--- src/rtl/button_conditioner.sv ---
// Conditions an active-low push-button into a debounced level, press/release pulses and a long-press flag.
// Define BUTTON_AUTOREPEAT_EN to build the auto-repeat pulse generator; otherwise repeatpulse is tied low.
module button_conditioner #(
  parameter int DEBOUNCE_CYCLES = 50000,
  parameter int LONG_CYCLES     = 1000000,
  parameter int REPEAT_CYCLES   = 250000,
  parameter int CNT_WIDTH       = 20
) (
  input  logic clock,
  input  logic reset_n,
  input  logic switchin,
  output logic pressed,
  output logic presspulse,
  output logic releasepulse,
  output logic longpress,
  output logic repeatpulse
);

  localparam logic [CNT_WIDTH-1:0] DEB_MAX  = CNT_WIDTH'(DEBOUNCE_CYCLES - 1);
  localparam logic [CNT_WIDTH-1:0] LONG_MAX = CNT_WIDTH'(LONG_CYCLES - 1);

  if (DEBOUNCE_CYCLES < 1 || LONG_CYCLES < 1 || REPEAT_CYCLES < 1) begin : g_bad_cycles
    $error("button_conditioner: cycle parameters must be >= 1");
  end

  // bit0 is the debounced level, bit1 the long-press flag, so both outputs come straight off flops
  typedef enum logic [1:0] {
    IDLE = 2'b00,
    HELD = 2'b01,
    LONG = 2'b11
  } state_t;

  state_t               state, state_nxt;
  logic                 sync1, s;
  logic [CNT_WIDTH-1:0] dcnt, hcnt;
  logic                 accept;

  assign pressed   = state[0];
  assign longpress = state[1];
  assign accept    = (s != pressed) && (dcnt == DEB_MAX);

  always_ff @(posedge clock or negedge reset_n) begin
    if (!reset_n) begin
      sync1 <= 1'b0;
      s     <= 1'b0;
    end else begin
      sync1 <= ~switchin;
      s     <= sync1;
    end
  end

  // any sample agreeing with the current level restarts the count
  always_ff @(posedge clock or negedge reset_n) begin
    if (!reset_n)                 dcnt <= '0;
    else if (s == pressed || accept) dcnt <= '0;
    else                          dcnt <= dcnt + 1'b1;
  end

  always_comb begin
    state_nxt = state;
    case (state)
      IDLE:    if (accept) state_nxt = HELD;
      HELD:    if (accept) state_nxt = IDLE;
               else if (hcnt == LONG_MAX) state_nxt = LONG;
      LONG:    if (accept) state_nxt = IDLE;
      default: state_nxt = IDLE;
    endcase
  end

  always_ff @(posedge clock or negedge reset_n) begin
    if (!reset_n) begin
      state        <= IDLE;
      hcnt         <= '0;
      presspulse   <= 1'b0;
      releasepulse <= 1'b0;
    end else begin
      state        <= state_nxt;
      presspulse   <= accept & ~pressed;
      releasepulse <= accept & pressed;
      case (state)
        IDLE:    hcnt <= '0;
        HELD:    hcnt <= accept ? '0 : hcnt + 1'b1;
        default: hcnt <= accept ? '0 : hcnt;
      endcase
    end
  end

`ifdef BUTTON_AUTOREPEAT_EN
  localparam logic [CNT_WIDTH-1:0] REP_MAX = CNT_WIDTH'(REPEAT_CYCLES - 1);
  logic [CNT_WIDTH-1:0] rcnt;

  // a release accepted on the same edge suppresses the pulse that would have landed there
  always_ff @(posedge clock or negedge reset_n) begin
    if (!reset_n) begin
      rcnt        <= '0;
      repeatpulse <= 1'b0;
    end else if (state == LONG && !accept) begin
      if (rcnt == REP_MAX) begin
        rcnt        <= '0;
        repeatpulse <= 1'b1;
      end else begin
        rcnt        <= rcnt + 1'b1;
        repeatpulse <= 1'b0;
      end
    end else begin
      rcnt        <= '0;
      repeatpulse <= 1'b0;
    end
  end
`else
  assign repeatpulse = 1'b0;
`endif

endmodule

--- config.mk ---
export PLATFORM = sky130hd
export DESIGN_NAME = button_conditioner
export DESIGN_NICKNAME = d
export VERILOG_FILES = /design/src/rtl/button_conditioner.sv
export SDC_FILE = /design/constraint.sdc
export NUM_CORES = 1
export LEC_CHECK = 0
export CELL_PAD_IN_SITES_DETAIL_PLACEMENT = 0
export CELL_PAD_IN_SITES_GLOBAL_PLACEMENT = 1
export CORE_UTILIZATION = 53
export CTS_BUF_LIST = sky130_fd_sc_hd__clkbuf_8
export CTS_CLUSTER_SIZE = 30
export DETAILED_ROUTE_END_ITERATION = 10
export PLACE_DENSITY_LB_ADDON = 0.05
export RECOVER_POWER = 50
export SLEW_MARGIN = 20
export SYNTH_ARGS = -nofsm -noshare
export SYNTH_HDL_FRONTEND = slang
export SYNTH_SLANG_ARGS = --single-unit
export TNS_END_PERCENT = 20
--- constraint.sdc ---
create_clock -name clock -period 4.2 [get_ports clock]
set_input_delay 0.84 -clock clock [delete_from_list [all_inputs] [get_ports clock]]
set_output_delay 0.84 -clock clock [all_outputs]
set_load 0.01 [all_outputs]
==> results.json, run 1 <==
{
  "wl_per_cell_um": 14.15,
  "cts_buffers": 5,
  "core_mm2": 0.004384,
  "final_nets": 275,
  "clk_pin_slew_ns": 0.08,
  "gp_congestion": 0.7342,
  "grt_start_max_net_pins": 47,
  "dieArea_mm2": 0.004864,
  "numClockSinks": 46,
  "dr.first_iter.drc_count": 103,
  "syn_area_mm2": 0.002432,
  "die_h_um": 69.75,
  "die_x_um": 69.75,
  "synth_ff_type": "dfrtp_1",
  "grt_usage": 0.2128,
  "cts_setup_buffers": 0,
  "drv_cap": 1,
  "violations": "capacitance limit, slew limit",
  "synth-edff-count": 0,
  "pin_count": 8,
  "setup_viol": 0,
  "fin_cells": 323,
  "syn_inst": 271,
  "rsz0062_at_grt": "false",
  "rows": 24,
  "slowest_stage": "dfrtp_1",
  "drt-pass1-iter-count": 4,
  "insertedDiodeCount": 0,
  "fin_tns_setup_ns": 0,
  "htreeDepth": 2,
  "ys_seq_area_frac": 0.4733,
  "final_max_slew_viol_count": 47,
  "timing.critical_path.cells": "clkdlybuf4s50_1",
  "fin_util": 0.5945,
  "synth_area_per_cell_um2": 8.975,
  "hold_viol": 0,
  "p_int_uw": 624.6,
  "fmax_mhz": 375.5,
  "cts.path.max_buffers": 2,
  "max_slew_margin": -0.6074,
  "max_slew.worst_pin.slew_ns": 2.411,
  "ir_drop_mv": 0.1816,
  "hpwl_um": 2931,
  "dp_cells": 315,
  "hold_path_class": "reg -> reg",
  "worstSkewPairLatency_ns": 0.30,
  "status": "complete, but fails checks",
  "netlist.area_leader.share": 0.4733,
  "grt_first_pass_wirelength_um": 8176,
  "syn2layout_area_growth_pct": 7.150,
  "overflow": 0,
  "whs_ns": 0.3521,
  "antenna_found_initial": 0,
  "pwr-share-seq": 0.566,
  "arrival_ns": 1.82,
  "synth_seq_cells": 46,
  "switching_share": 0.2121,
  "min_period_ns": 2.663,
  "cp_top_family": "flip-flops",
  "crit_path_start_kind": "flip-flop",
  "start_util": 0.5548,
  "yosysTopAreaCell": "dfrtp_1",
  "max_stage_delay_ns": 0.85,
  "p_total_uw": 792.7,
  "cts_root_buf": "clkbuf_8",
  "leakage_nw": 1.074,
  "power_frac_clock": 0.412,
  "p_switching_uw": 168.1,
  "grt_pass1_vias": 1681,
  "fin_crit_sh": 0.6341,
  "p_per_area_mw_per_mm2": 304.1,
  "power.share.combinational": 0.022,
  "crit_buf_inv": 1,
  "cts_tree": "built",
  "ys_async_sr_fraction": 1.000,
  "critical_path_class": "reg -> out",
  "ant_nets": 0,
  "layout-drive-gt1-share": 0.06273,
  "drc": 0,
  "dr_total_vias": 1814,
  "numPortBuffers": 6,
  "cts_resized": 0,
  "drt-vias-per-instance": 5.616,
  "drt_wl_total_um": 4569,
  "synth_cell_types": 40,
  "syn-num-nets": 276,
  "fin_worst_skew_ns": 0.01004,
  "end_kind": "output port",
  "postCtsHoldBufs": 0,
  "crit_fanout": 25,
  "synth_area_leaders": "dfrtp_1 (47%), nor2_1 (7.1%), xor2_1 (4.0%)",
  "crit_required_ns": 3.36,
  "yosys_warnings": 0
}
==> state kept, by name, summed over array words and instances (netlist names) <==
name          count
dcnt             20
hcnt             20
presspulse        1
releasepulse      1
s                 1
state             2
sync1             1
==> synth_stat cells, types with 5 or more instances <==
cell type,count
inv_1,9
nand2_1,22
or4_1,5
nor4_1,8
nor2_1,46
xnor2_1,8
xor2_1,11
clkbuf_1,10
dfrtp_1,46
a22oi_1,7
nand4_1,8
nand3_1,16
nor3_1,6
a21oi_1,11
==> stage by stage <==
stage / instance area (um^2) / setup WS, ns
after floorplan: 2432 / 2.289
after global placement: 2497 / 1.850
after detailed placement: 2497 / 1.852
after CTS: 2608 / 1.504
after global routing: 2606 / 0.9557
final: 2606 / 1.537
==> per-layer routing <==
layer	global-route usage	wire [um]	up-vias
li1	-	-	940
met1	0.3257	2479	851
met2	0.2977	1929	18
met3	0.04942	113	5
met4	0.06667	46	0
met5	0	0	-
==> kinds of logic (layout without fill, tap and decap cells) <==
kind of cell	count (synthesis)	after routing	synth area share
xor gates and xnor gates	19	19	0.06842
muxes	7	7	0.03086
other	1	1	0.001542
AOI/OAI and AO/OA	37	37	0.09979
and+or+nand+nor	134	134	0.2732
adders and majority gates	2	2	0.01029
buffers and inverters	25	25	0.04270
DFF	46	46	0.4732
==> power groups by stage <==
stage / Combinational [mW] / Sequential, mW / Clock [mW]
6_report: 0.0175 / 0.449 / 0.327
5_1_grt: 0.0210 / 0.449 / 0.352
4_1_cts: 0.0190 / 0.449 / 0.341
3_5_place_dp: 0.0190 / 0.458 / 0
3_3_place_gp: 0.0187 / 0.457 / 0
2_1_floorplan: 0.00845 / 0.457 / 0
==> final timing paths <==
| path | startpoint | to | slack [ns] | depth (start not counted) |
|---|---|---|---|---|
| setup / recovery | state[0]$_DFFE_PN0P_ | pressed | 1.54 | 1 |
| hold / removal | sync1$_DFF_PN0_ | s$_DFF_PN0_ | 0.35 | 0 |
| setup reg to reg | dcnt[0]$_DFF_PN0_ | dcnt[19]$_DFF_PN0_ | 1.98 | 6 |
| hold reg to reg | sync1$_DFF_PN0_ | s$_DFF_PN0_ | 0.35 | 0 |
| max in group asynchronous | reset_n | presspulse$_DFF_PN0_ | 1.56 | 1 |
| min in group asynchronous | reset_n | hcnt[17]$_DFFE_PN0P_ | 1.26 | 1 |
==> area by class of cell <==
class                   count  area (um^2)
repair buffers              8        68.82
clock inverters             3        41.29
multi-input cells         200         1177
inverters                   9        33.78
fillers                   406         1778
clock buffers               5        68.82
well taps                  52        65.06
flip-flops and latches     46         1151
==> cells in the final DEF, fill, tap and decap left out, types with 2 or more instances in the layout <==
cell and instances:
a211oi_1 2, a21oi_1 11, a22oi_1 7, a31oi_1 4
and2_1 4, and3_1 3, and4_1 3, buf_4 2
clkbuf_8 5, clkdlybuf4s50_1 4, dfrtp_1 46, ha_1 2
inv_1 10, mux2_2 4, mux2i_1 3, nand2_1 22
nand2b_1 2, nand3_1 16, nand4_1 8, nor2_1 46
nor3_1 6, nor3b_1 3, nor4_1 8, o211ai_1 4
o21a_1 2, o21ai_0 3, or2_2 3, or3_1 2
or4_1 5, xnor2_1 8, xor2_1 11
Note: power is estimated with default switching activity, not from simulation.
==> run 2: changes to the inputs <==
CORE_UTILIZATION = 44   (was 53)
clock period = 2.14 ns   (was 4.2 ns; I/O delays follow)
==> run 2 against run 1 <==
  * Hold slack worse by 0.016 ns
  * Via count is 2.5% higher
  * Sequential cell count stayed put
  * Sequential power is 96% higher
  * The flow now finishes without violations
  * Highest routed layer unchanged
  * Clock-buffer cell count is 2 higher
  * Clock skew is 0.0052 ns lower
==> results.json, run 2 (same netlist as run 1, synthesis figures left out) <==
{
  "status": "complete, no violations",
  "fin_tns_setup_ns": 0,
  "syn2layout_area_growth_pct": 11.27,
  "reg_top3": "dcnt (20), hcnt (20), state (2)",
  "placed_cell_area_mm2": 0.002613,
  "hold_viol": 0,
  "critical_path_class": "reg -> reg",
  "p_int_mw": 1.183,
  "cts_root_buf": "clkbuf_8",
  "numPortBuffers": 6,
  "antenna_found_initial": 0,
  "fin_crit_sh": 0.9556,
  "mostFrequentLayoutCells": "nor2_1 (46), dfrtp_1 (46), nand2_1 (22)",
  "regToRegEndpoint": "hcnt[17]$_DFFE_PN0P_",
  "ir_drop_mv": 0.2957,
  "drt-pass1-iter-count": 4,
  "fin_cells": 350,
  "min_period_ns": 2.045,
  "htreeDepth": 2,
  "rows": 26,
  "drv_cap": 0,
  "layout-drive-gt1-share": 0.1000,
  "endpoint": "hcnt[17]$_DFFE_PN0P_",
  "startpoint": "hcnt[8]$_DFFE_PN0P_",
  "setup_viol": 0,
  "overflow": 0,
  "drt-vias-per-instance": 5.311,
  "gp_congestion": 0.7576,
  "max_stage_delay_ns": 0.64,
  "core_mm2": 0.005205,
  "die_x_um": 76.35,
  "grt_pass1_vias": 1822,
  "start_util": 0.4673,
  "leakage_nw": 1.123,
  "grt_start_max_net_pins": 33,
  "drt_wl_total_um": 4952,
  "switching_share": 0.2225,
  "end_kind": "flip-flop",
  "dieArea_mm2": 0.005829,
  "fin_util": 0.5200,
  "max_slew.worst_pin.slew_ns": 1.175,
  "ant_nets": 0,
  "crit_path_start_kind": "flip-flop",
  "dp_cells": 342,
  "worstSkewPairLatency_ns": 0.30,
  "final_nets": 284,
  "die_h_um": 76.35,
  "insertedDiodeCount": 0,
  "rrSetupSlack_ns": 0.1,
  "wl_per_cell_um": 14.15,
  "slowest_stage": "or4_1",
  "grt_first_pass_wirelength_um": 8763,
  "fmax_mhz": 489.0,
  "fin_worst_skew_ns": 0.004828,
  "dr.first_iter.drc_count": 101,
  "crit_required_ns": 2.36,
  "rsz0062_at_grt": "false",
  "max_slew_margin": 0.2169,
  "reg2reg_depth": 4,
  "whs_ns": 0.3362,
  "hpwl_um": 3346,
  "final_max_slew_viol_count": 0,
  "r2r-start": "hcnt[8]$_DFFE_PN0P_",
  "grt_usage": 0.1910,
  "finalWorstSetupSlack_ns": 0.09511,
  "p_total_mw": 1.521,
  "cts.path.max_buffers": 2,
  "p_switching_uw": 338.6,
  "cts_setup_buffers": 0,
  "hold_path_class": "in -> async",
  "power_frac_clock": 0.395,
  "cts_tree": "built",
  "stdcell_area_mm2": 0.002706,
  "drc": 0,
  "crit_fanout": 8,
  "p_per_area_mw_per_mm2": 562.1,
  "dr_total_vias": 1859,
  "arrival_ns": 2.27,
  "power.share.combinational": 0.027,
  "pre_cts_ws_ns": 0.1306,
  "pwr-share-seq": 0.579,
  "numClockSinks": 46,
  "cp_common_cell": "or4_1",
  "clk_pin_slew_ns": 0.09,
  "pin_count": 8,
  "timing.critical_path.cells": "nand4_1 > or4_1 > or4_1 > a31oi_1",
  "cts_buffers": 5
}
run 2: changes by cell type in the layout (fill, tap and decap cells not counted):
| cell | change |
|---|---|
| buf_4 | +7 |
| clkbuf_8 | +2 |
| buf_12 | +1 |
| bufinv_16 | -1 |
| clkbuf_2 | +1 |
| clkinv_4 | +1 |
| clkinvlp_4 | -1 |
| inv_1 | -1 |
| nor3_1 | -1 |
| nor3_2 | +1 |
run 2: cell type report:
class	count	area [um^2]
tap	70	87.58
fill	519	2499
clock inverter	1	8.758
sequential	46	1151
multi-input combinational	200	1182
clock buffer	7	96.34
timing repair buffer	17	146.4
inverter	9	33.78
run 2: power by group through the flow:
stage | Clock [mW] | Combinational [mW] | Sequential [mW]
after global routing | 0.654 | 0.0491 | 0.882
final | 0.600 | 0.0403 | 0.881
after floorplan | 0 | 0.0166 | 0.897
after CTS | 0.622 | 0.0471 | 0.881
after detailed placement | 0 | 0.0470 | 0.898
after global placement | 0 | 0.0465 | 0.898
run 2: worst max-delay path: cells and delay by family (launching register included):
family	cells	cell delay (ns)
compound gates	1	0.17
flops	1	0.47
simple gates	3	1.32
run 2: worst min-delay path by stage:
stage                     from                    to  slack [ns]  depth (start not counted)
2_1_floorplan          reset_n     dcnt[0]$_DFF_PN0_        0.13                          0
3_3_place_gp   sync1$_DFF_PN0_           s$_DFF_PN0_        0.33                          0
3_5_place_dp   sync1$_DFF_PN0_           s$_DFF_PN0_        0.36                          0
4_1_cts                reset_n  hcnt[12]$_DFFE_PN0P_        0.11                          1
5_1_grt        sync1$_DFF_PN0_           s$_DFF_PN0_        0.38                          0
6_report               reset_n   hcnt[7]$_DFFE_PN0P_        0.34                          1
run 2: timing repair:
action | CTS | global route
endpoints found under the hold margin | 0 | 0
hold buffers | 0 | 0
endpoints found under the setup margin | 0 | 1
gates resized for setup | 0 | 1
run 2: routing by layer:
layer,wire length (um),part of all wire,track usage
met1,2824,0.57,0.2903
met2,1959,0.40,0.2703
met3,107,0.022,0.03593
met4,61,0.012,0.06346
met5,0,0,0
==> RTL change 1 (flow settings as in run 1) <==
`CNT_WIDTH`: 20 -> 30.
--- a/src/rtl/button_conditioner.sv
+++ b/src/rtl/button_conditioner.sv
@@ -6,3 +6,3 @@
   parameter int REPEAT_CYCLES   = 250000,
-  parameter int CNT_WIDTH       = 20
+  parameter int CNT_WIDTH       = 30
 ) (
Function: same outputs for any inputs over 10 cycles, from zero or initial values and one cycle with reset_n low; that may be too few to reach the edited logic, so the function may still have changed.
==> RTL change 1 against run 1 <==
The run still ends with capacitance limit, slew limit left; sequential power increased by 43%; synthesized area is 59% higher; final area is 62% higher; sequential cell count is 20 higher; fmax down 0.44%; worst setup slack got worse by 0.012 ns; synthesized cell count grew 61%; sequential share of layout area decreased by 5.0 points; total power increased by 76%; via count rose by 79%; routed wire length increased by 94%; critical path depth increased by 1; largest cell class unchanged.
==> RTL change 1: results (changes against run 1) <==
Status
  • Status: finished, violations left
  • Violated checks: capacitance limit, slew limit

Critical path
  • Crit Path Max Fanout: 34 (+36%)
  • R2R cell count: 4 (-2)

Synthesis
  • Commonest cells in the netlist: dfrtp_1, nand2_1, nor2_1, a21oi_1, nand4_1
  • Sequential share of the synthesized area: 42.8% (-4.5 points)
  • Post-synthesis adder-cell area fraction: 0.649% (-0.38 points)

Final layout
  • NumNets Final: 430 (+56%)
  • Share of post-route cells with drive strength above 1: 9.07% (+2.8 points)
  • #MultiIn Comb: 330 (+65%)
  • Clk cell area share: 6.53% (+2.3 points)
  • Logic inverters: 7 (-2)
  • Fillers: 648 (+60%)
  • Reg area: 1650 µm² (+43%)

STA
  • Slew Viols, Final: 34 (-28%)
  • Clock skew: 0.00744 ns (-0.00259 ns)
  • Slew HR: -22.9% (+38 points)

Place
  • Placer Congestion: 0.813 (+11%)
  • Post-DP HPWL: 5.77 mm (+97%)

Global routing
  • Gr usage total: 25.7% (+4.4 points)
  • Grt met3 use: 4.36% (-0.58 points)
  • Met2 usage: 42.1% (+12 points)

Drt
  • Starting DRT DRC Count: 140 (+36%)
  • DR WL/cell: 16.9 µm (+19%)

Clocking
  • H-tree levels: 3 (+1)

Job
  • Max-cap viol count: 1 (unchanged)
RTL change 1: cell types whose count changed after synthesis, moves of 6 or more:
cell,before,now
dfrtp_1,46,66
nand2_1,22,42
nand4_1,8,26
a21oi_1,11,26
a31oi_1,4,14
clkbuf_1,10,20
o31ai_1,0,10
nor2_1,46,38
nor4_1,8,15
o21ai_0,3,10
nor3_1,6,12
RTL change 1: power breakdown:
| group | switching (mW) | total [mW] | internal [mW] |
|---|---|---|---|
| clock | 0.255 | 0.728 | 0.473 |
| combinational | 0.0195 | 0.0237 | 0.00420 |
| sequential | 0.00295 | 0.641 | 0.638 |
RTL change 1: through the flow:
stage / setup WS, ns / hold slack [ns] / util (%)
2_1_floorplan: 2.23 / 0.331 / -
3_3_place_gp: 1.79 / 0.335 / 57.0
3_5_place_dp: 1.91 / 0.337 / 57.1
4_1_cts: 1.61 / 0.358 / 61.1
5_1_grt: 1.03 / 0.367 / 61.0
6_report: 1.52 / 0.355 / 61.0
==> RTL change 2 (config.mk and constraints of run 1) <==
Without the edit above. Register the input `switchin` before use, without a reset. The logic sees it one clock later.
--- a/src/rtl/button_conditioner.sv
+++ b/src/rtl/button_conditioner.sv
@@ -20,2 +20,8 @@
   localparam logic [CNT_WIDTH-1:0] LONG_MAX = CNT_WIDTH'(LONG_CYCLES - 1);
+
+  logic switchin_q;
+
+  always_ff @(posedge clock) begin
+    switchin_q <= switchin;
+  end
 
@@ -46,3 +52,3 @@
     end else begin
-      sync1 <= ~switchin;
+      sync1 <= ~switchin_q;
       s     <= sync1;
Function: same outputs for any inputs over 10 cycles, from zero or initial values and one cycle with reset_n low; that may be too few to reach the edited logic, so the function may still have changed.
==> RTL change 2 against run 1 <==
Fmax is 26% higher; first-iteration DRC count is 59% higher; total power is 0.34% higher; cell count is 0.31% higher; worst setup slack better by 0.54 ns; synthesized area is 1.9% higher; highest routed layer unchanged; final area is 1.9% higher; sequential cell count is 1 higher; routed wire length is 1.4% higher.
==> RTL change 2: results (changes against run 1) <==
Status
  • Status: finished clean

STA
  • Clock skew: 0.00868 ns (-0.00136 ns)
  • Worst slew pin tran: 0.665 ns (-1.75 ns)

Final layout
  • Top flop regs: dcnt x20, hcnt x20, state x2
  • Share of post-route cells with drive strength above 1: 7.35% (+1.1 points)

Power
  • Power per cell area: 300 nW/µm² (-1.5%)
  • Internal: 0.632 mW (+1.2%)
  • Worst-case vdd ir drop: 201 µV (+11%)
  • Reg power frac: 57.7% (+1.1 points)
  • Static Leak: 1.17 nW (+9.1%)

Synthesis
  • Post-synthesis adder-cell area fraction: 1.01% (-0.019 points)
  • Xor and xnor fraction of the mapped netlist area: 6.72% (-0.12 points)
  • Compound-Gate Fraction of Synth Area: 9.34% (-0.64 points)
  • Ys async rst share: 97.9% (-2.1 points)
  • Area contributors post-synth: dfrtp_1, nor2_1, xor2_1
  • Commonest cells in the netlist: nor2_1, dfrtp_1, nand2_1, nand3_1
  • Post-synthesis cell type count: 42 (+5.0%)
  • Post-synthesis mux area share: 2.73% (-0.36 points)
  • Post-synth net total: 275 (-0.36%)
  • Sequential share of the synthesized area: 47.3% (-0.052 points)

Critical path
  • Worst r2r src: dcnt[10]
  • Delay-heaviest family, CP: simple AND/OR/NAND/NOR gates
  • Critical path type: register to register
  • CP max stage delay: 0.52 ns (-0.33 ns)
  • R2R cell count: 5 (-1)
  • Slowest CP cell: nand2b_1
  • Critical Path AT: 2.28 ns (+0.46 ns)
  • Crit Path Max Fanout: 19 (-24%)
  • R2R setup slack: 2.08 ns (+0.10 ns)
  • Worst r2r dst: dcnt[14]

Hold path
  • Sink of the worst hold path: s
  • Hold Path Class: register to register

Global routing
  • First-pass GRT wire length: 7.73 mm (-5.5%)
  • GRT met1 Usage: 27.4% (-5.2 points)
  • Gr usage total: 20.2% (-1.1 points)
  • Grt met3 use: 4.33% (-0.61 points)
  • Met2 usage: 30.5% (+0.70 points)
  • Vias in the first global route: 1614 (-4.0%)

Drt
  • TritonRoute pass-1 iters: 5 (+1)
  • Met2 Wirelength: 2.17 mm (+12%)
  • Starting DRT DRC Count: 164 (+59%)
  • Top routing layer in use: met4
  • Vias/cell: 5.61 (about the same)
  • Metal1 wirelength: 2.25 mm (-9.3%)
  • DR WL/cell: 14.3 µm (+1.1%)
  • Met3 WL: 95 µm (-16%)

Place
  • Post-DP HPWL: 2.91 mm (-0.65%)
  • Placer Congestion: 0.820 (+12%)

Clocking
  • Clock buffer depth: 2 (unchanged)
[RTL change 2: cell types whose count changed after synthesis, moves of 3 or more]
cell and delta:
mux2i_1 -3, nor2_1 +7, or2_2 -3, inv_1 -3, nor4_1 -4, or4_1 -3
o211ai_1 -4, clkbuf_1 -5
[RTL change 2: layout make-up]
cell class | instances | area (µm²)
fillers | 390 | 1760
multi-input cells | 203 | 1210
flip-flops and latches | 47 | 1170
repair buffers | 9 | 80.1
clock buffers | 5 | 68.8
well taps | 52 | 65.1
clock inverters | 2 | 33.8
inverters | 6 | 22.5
[RTL change 2: metrics by stage]
step / hold slack, ns / utilization (%) / worst slack (ns) / std cells / area [µm²]
after floorplan: 0.331 / - / 2.41 / 270 / 2480
after global placement: 0.333 / 57.8 / 2.08 / 317 / 2550
after detailed placement: 0.337 / 57.8 / 2.03 / 317 / 2550
after CTS: 0.355 / 60.1 / 2.03 / 324 / 2650
after global routing: 0.357 / 60.1 / 1.92 / 324 / 2660
final: 0.353 / 60.1 / 2.08 / 324 / 2660
